==> src/rtl/wc_job_scheduler.sv <==
// Word-count job scheduler: splits one host job into chunks and dispatches them
// round-robin to NUM_ENGINES engines. Optional job cycle counter under WC_SCHED_PERF_EN.
module wc_job_scheduler #(
  parameter int NUM_ENGINES    = 2,
  parameter int CHUNK_WORDS    = 128,
  parameter int BYTES_PER_WORD = 64
) (
  input  logic                      clk,
  input  logic                      reset_n,
  input  logic                      kick,
  input  logic [31:0]               total_words,
  input  logic [63:0]               base_offset,
  output logic                      busy,
  output logic                      done,
  output logic [31:0]               chunks_issued,
  output logic [63:0]               cycle_count,
  output logic [NUM_ENGINES-1:0]    eng_kick,
  output logic [NUM_ENGINES*32-1:0] eng_num_of_words,
  output logic [NUM_ENGINES*64-1:0] eng_memory_offset,
  input  logic [NUM_ENGINES-1:0]    eng_busy,
  input  logic [NUM_ENGINES-1:0]    eng_axonerve_ready
);

  typedef enum logic [1:0] {
    S_IDLE,
    S_DISPATCH,
    S_DRAIN,
    S_DONE
  } state_t;

  state_t                    state_q, state_d;
  logic [31:0]               remaining_q, remaining_d;
  logic [63:0]               offset_q, offset_d;
  logic [31:0]               chunks_q, chunks_d;
  logic                      busy_q, busy_d;
  logic                      done_q, done_d;
  logic [NUM_ENGINES-1:0]    kick_q, kick_d;
  logic [NUM_ENGINES*32-1:0] words_q, words_d;
  logic [NUM_ENGINES*64-1:0] moff_q, moff_d;
  logic [NUM_ENGINES-1:0]    occ_q, occ_d;
  logic [NUM_ENGINES-1:0]    seen_q, seen_d;
  logic [3:0]                rr_q, rr_d;

  logic [NUM_ENGINES-1:0]    eligible;
  logic                      gnt_vld;
  logic [3:0]                gnt_idx;
  logic [3:0]                cand;
  logic [31:0]               chunk_len;

  assign eligible  = eng_axonerve_ready & ~occ_q & ~eng_busy;
  assign chunk_len = (remaining_q < 32'(CHUNK_WORDS)) ? remaining_q : 32'(CHUNK_WORDS);

  // Cyclic search for the first eligible engine starting at the round-robin pointer.
  always_comb begin
    gnt_vld = 1'b0;
    gnt_idx = '0;
    cand    = '0;
    for (int k = 0; k < NUM_ENGINES; k++) begin
      cand = rr_q + 4'(k);
      if (cand >= 4'(NUM_ENGINES)) cand = cand - 4'(NUM_ENGINES);
      for (int i = 0; i < NUM_ENGINES; i++) begin
        if (!gnt_vld && cand == 4'(i) && eligible[i]) begin
          gnt_vld = 1'b1;
          gnt_idx = 4'(i);
        end
      end
    end
  end

  always_comb begin
    state_d     = state_q;
    remaining_d = remaining_q;
    offset_d    = offset_q;
    chunks_d    = chunks_q;
    busy_d      = busy_q;
    done_d      = 1'b0;
    kick_d      = '0;
    words_d     = words_q;
    moff_d      = moff_q;
    rr_d        = rr_q;
    occ_d       = occ_q;
    seen_d      = seen_q;

    // An engine is released only after its busy has been seen to rise and then fall.
    for (int i = 0; i < NUM_ENGINES; i++) begin
      if (occ_q[i] && eng_busy[i]) seen_d[i] = 1'b1;
      if (occ_q[i] && seen_q[i] && !eng_busy[i]) begin
        occ_d[i]  = 1'b0;
        seen_d[i] = 1'b0;
      end
    end

    case (state_q)
      S_IDLE: begin
        if (kick) begin
          remaining_d = total_words;
          offset_d    = base_offset;
          chunks_d    = '0;
          busy_d      = 1'b1;
          state_d     = (total_words == 32'd0) ? S_DRAIN : S_DISPATCH;
        end
      end
      S_DISPATCH: begin
        if (gnt_vld) begin
          for (int i = 0; i < NUM_ENGINES; i++) begin
            if (gnt_idx == 4'(i)) begin
              kick_d[i]          = 1'b1;
              words_d[32*i +: 32] = chunk_len;
              moff_d[64*i +: 64]  = offset_q;
              occ_d[i]           = 1'b1;
              seen_d[i]          = 1'b0;
            end
          end
          remaining_d = remaining_q - chunk_len;
          offset_d    = offset_q + 64'(chunk_len) * 64'(BYTES_PER_WORD);
          chunks_d    = chunks_q + 32'd1;
          rr_d        = (gnt_idx == 4'(NUM_ENGINES - 1)) ? 4'd0 : gnt_idx + 4'd1;
          if (remaining_q == chunk_len) state_d = S_DRAIN;
        end
      end
      S_DRAIN: begin
        if (occ_q == '0) state_d = S_DONE;
      end
      S_DONE: begin
        done_d  = 1'b1;
        busy_d  = 1'b0;
        state_d = S_IDLE;
      end
      default: state_d = S_IDLE;
    endcase
  end

  always_ff @(posedge clk or negedge reset_n) begin
    if (!reset_n) begin
      state_q     <= S_IDLE;
      remaining_q <= '0;
      offset_q    <= '0;
      chunks_q    <= '0;
      busy_q      <= 1'b0;
      done_q      <= 1'b0;
      kick_q      <= '0;
      words_q     <= '0;
      moff_q      <= '0;
      occ_q       <= '0;
      seen_q      <= '0;
      rr_q        <= '0;
    end else begin
      state_q     <= state_d;
      remaining_q <= remaining_d;
      offset_q    <= offset_d;
      chunks_q    <= chunks_d;
      busy_q      <= busy_d;
      done_q      <= done_d;
      kick_q      <= kick_d;
      words_q     <= words_d;
      moff_q      <= moff_d;
      occ_q       <= occ_d;
      seen_q      <= seen_d;
      rr_q        <= rr_d;
    end
  end

`ifdef WC_SCHED_PERF_EN
  logic [63:0] cyc_q;

  // Counts cycles with busy high; freezes once busy drops at done.
  always_ff @(posedge clk or negedge reset_n) begin
    if (!reset_n) begin
      cyc_q <= '0;
    end else if (state_q == S_IDLE && kick) begin
      cyc_q <= '0;
    end else if (busy_q) begin
      cyc_q <= cyc_q + 64'd1;
    end
  end

  assign cycle_count = cyc_q;
`else
  assign cycle_count = 64'h0;
`endif

  assign busy              = busy_q;
  assign done              = done_q;
  assign chunks_issued     = chunks_q;
  assign eng_kick          = kick_q;
  assign eng_num_of_words  = words_q;
  assign eng_memory_offset = moff_q;

endmodule
==> config.mk <==
export PLATFORM = sky130hd
export DESIGN_NAME = wc_job_scheduler
export DESIGN_NICKNAME = d
export VERILOG_FILES = /design/src/rtl/wc_job_scheduler.sv
export SDC_FILE = /design/constraint.sdc
export NUM_CORES = 1
export LEC_CHECK = 0
export ABC_AREA = 1
export BUFFER_PORTS_ARGS = -buffer_cell sky130_fd_sc_hd__buf_2
export CAP_MARGIN = 40
export CELL_PAD_IN_SITES_DETAIL_PLACEMENT = 0
export CELL_PAD_IN_SITES_GLOBAL_PLACEMENT = 1
export CORE_AREA = 2 2 269 165
export CTS_BUF_LIST = sky130_fd_sc_hd__clkbuf_4 sky130_fd_sc_hd__clkbuf_8
export CTS_CLUSTER_DIAMETER = 100
export CTS_CLUSTER_SIZE = 10
export DETAILED_ROUTE_END_ITERATION = 10
export DIE_AREA = 0 0 271 167
export GPL_ROUTABILITY_DRIVEN = 0
export PLACE_DENSITY_LB_ADDON = 0.05
export SYNTH_ARGS = -nofsm -noshare
export SYNTH_HDL_FRONTEND = slang
export SYNTH_SLANG_ARGS = --single-unit
==> constraint.sdc <==
create_clock -name clk -period 5.5 [get_ports clk]
set_clock_uncertainty 0.15 [all_clocks]
set_input_delay 1.1 -clock clk [delete_from_list [all_inputs] [get_ports clk]]
set_output_delay 1.1 -clock clk [all_outputs]
set_load 0.01 [all_outputs]
==> run_results.csv <==
group,metric,value,unit
setup_path,cpMaxStageDelayCell,"dfrtp_1",
synth,synth_cell_types,45,
clock_network,clock_latency,0.59,ns
hold_path,hold_start,"eng_num_of_words[55]",
power,ir_worst_vdd,0.332,mV
power,p_leak,11.1,nW
global_routing,grt_pass1_vias,16400,
synth,synthArstFlopShare,100,%
global_routing,grt_pass1_wl,96400,µm
sta,min_period,4.01,ns
sta,rsz0062_at_grt,"no",
floorplanning,ios,395,
sta,worstMarginPinSlew,0.961,ns
synth,synth_seq_cells,331,
synth,syn_avg_cell_area,7.37,µm²
placement,numPlacedInstances,3384,
setup_path,worstSetupStartpointType,"register",
synth,synthesis.instances,2521,
setup_path,crit_fanout,22,
synth,synth_compound_area_share,12.2,%
finish,nNetsFinal,2990,
clock_network,root_buffer,"clkbuf_8",
clock_network,postCtsResizedCells,0,
synth,yosys_warnings,0,
sta,setup_viol,0,
global_routing,antenna_found_initial,4,
synth,ys.flop_type,"dfrtp_1",
floorplanning,rows,59,
synth,synthAdderAreaFrac,2.73,%
global_routing,grt_overflow_total,0,
synth,synthXorXnorAreaFrac,2.03,%
sta,hold_viol,0,
sta,clock.fmax,249,MHz
synth,netlist_area,0.0186,mm²
floorplanning,die_h,167,µm
synth,synth_top_family_by_area,"simple AND/OR/NAND/NOR gates",
drt,routed_wl,62700,µm
clock_network,cts.clk_slew.worst_paths,0.09,ns
drt,drc,0,
finish,area_growth,14.6,%
finish,finalNonFillerCells,3433,
clock_network,hold_buffers,0,
sta,slew_headroom,35.8,%
placement,portBuffers,330,
clock_network,cts.sinks,331,
setup_path,worstSetupPathType,"reg -> reg",
synth,synth_edf_count,0,
synth,synth_mux_area_share,0,%
clock_network,numCtsBuffers,39,
synth,ys_seq_area_share,44.6,%
floorplanning,dieArea,0.0453,mm²
placement,dp_hpwl,47000,µm
drt,via_per_inst,5.19,
floorplanning,start_util,43.5,%
drt,drt_iter0_markers,1954,
setup_path,required,5.82,ns
floorplanning,coreArea,0.0427,mm²
sta,hold_ws,0.314,ns
clock_network,htree_levels,2,
clock_network,cts.path.max_buffers,3,
setup_path,r2r-start,"remaining_q[22]",
setup_path,crit_start,"remaining_q[22]",
sta,post-route-period-util,72.9,%
setup_path,critPathCaptureType,"register",
setup_path,critPathArrivalTime,4.33,ns
outcome,outcome,"finished, final reports clean",
drt,drtPass1Iterations,5,
floorplanning,die-width,271,µm
setup_path,crit_chain,"inv_2 > nand2_1 > nor2_1 > nand2_1 > nor2_1 > nand2_2 > nor2_1 > ha_1 > a21oi_1 > o21ai_0 > a21oi_1 > o21ai_0 > nand2_1 > nand2_1 > xnor2_1 > nand2_1 > nand2_1 > nand2_1",
finish,fin_util,49.8,%
hold_path,hp-class,"reg -> reg",
setup_path,cp_slowest_stage_delay,0.47,ns
clock_network,cts_setup_buffers,0,
power,p_per_area,528,mW/mm²
synth,synth-simple-area-share,27.8,%
clock_network,cts_tree,"yes",
power,finalPower,0.0112,W
drt,vias,17800,
drt,ant_nets,0,
run,cap_violations,0,
sta,finalSetupTns,0,ns
sta,slew_viol_final,0,
global_routing,grt_max_degree,100,
setup_path,crit_top_cell,"nand2_1",
finish,drive_gt1_share,15.2,%
drt,wl_per_cell,18.3,µm
global_routing,grtUsageTotal,27.2,%
through the flow:
step                worst slack (ns)  instance area, µm²
floorplan                       2.47               18900
global placement                1.65               20600
detailed placement              1.59               20700
CTS                             1.58               21300
global route                    1.29               21300
finish                          1.49               21300
report_power, final:
part	switching (W)	total, W	internal (W)	leakage (nW)
combinational	0.00385	0.00564	0.00179	6.53
clock	0.000918	0.00157	0.000651	0.290
sequential	0.000731	0.00404	0.00330	4.26
routing by layer:
layer  global-route usage, %  routed length (µm)
met1                    42.7               30800
met2                    38.2               25800
met3                    4.77                4770
met4                    6.51                1330
met5                       0                   0
cell families after synthesis:
| logic type | Yosys count |
|---|---|
| buf+inv | 451 |
| xor+xnor | 43 |
| compound gates | 414 |
| flops | 331 |
| fa+ha+maj | 40 |
| simple gates | 1240 |
| other cells | 2 |
cell usage in the layout (no fill, tap or decap), types with 11 or more instances in the layout:
master and count:
nand2_1 647, dfrtp_1 331, buf_2 331, nor2_1 311, inv_1 289, o21ai_0 246, nand3_1 137, a21oi_1 89
conb_1 89, nand4_1 45, nor3_1 45, clkbuf_8 39, ha_1 38, xor2_1 33, nor4_1 19, o31ai_1 19
o22ai_1 17, o211ai_1 12, nor2_2 11
registers in the layout, summed over array words and instances, names as in the netlist:
register / flops
done: 1
eng_kick: 2
offset_q: 64
chunks_issued: 32
remaining_q: 32
seen_q: 2
busy: 1
eng_num_of_words: 64
occ_q: 2
eng_memory_offset: 128
rr_q: 1
state_q: 2
path summary, 6_finish.rpt:
kind                                          endpoint  slack (ns)  cells past startpoint
worst max-delay path                      offset_q[37]        1.49                     18
worst min-delay path              eng_num_of_words[55]        0.31                      2
worst max register to register            offset_q[37]        1.49                     18
worst min register to register    eng_num_of_words[55]        0.31                      2
max in group asynchronous       eng_memory_offset[103]        3.58                      2
min in group asynchronous            chunks_issued[10]        0.45                      1
Yosys cell counts, types with 5 or more instances:
master      n  share of area, %
ha_1       39               2.6
nand4_1    45               1.5
nand2_2     7              0.24
o22ai_1    17              0.57
dfrtp_1   331                45
nor3b_1     5              0.20
a22oi_1     8              0.32
xnor2_1    10              0.47
inv_2      11              0.22
o21bai_1    8              0.32
nor2_2     11              0.37
buf_4      64               2.6
nor4_1     19              0.64
buf_2      23              0.62
a21oi_1    89               2.4
nand2_1   648                13
xor2_1     33               1.6
o21ai_1     6              0.16
buf_1      11              0.22
o31ai_1    19              0.77
o211ai_1   12              0.48
nor2_1    311               6.3
inv_1     289               5.8
nor3_1     45               1.2
clkbuf_1   51               1.0
o21ai_0   246               6.6
nand3_1   137               3.7
area by class of cell:
type | instances | area [µm²]
sequential | 331 | 8280
multi-input combinational | 1826 | 8670
inverter | 300 | 1130
fill | 4321 | 21500
tap | 579 | 724
clock inverter | 4 | 31.3
timing repair buffer | 349 | 1900
clock buffer | 40 | 544
antenna | 4 | 10.0
critical path, delay by kind of cell, from the launching register on:
family,cells,cell delay [ns]
DFF,1,0.47
buffers and inverters,1,0.09
xor gates and xnor gates,1,0.16
AOI/OAI and AO/OA,4,1.17
adders and majority gates,1,0.34
and+or+nand+nor,11,1.50
Power figures use the tool's default switching activity.
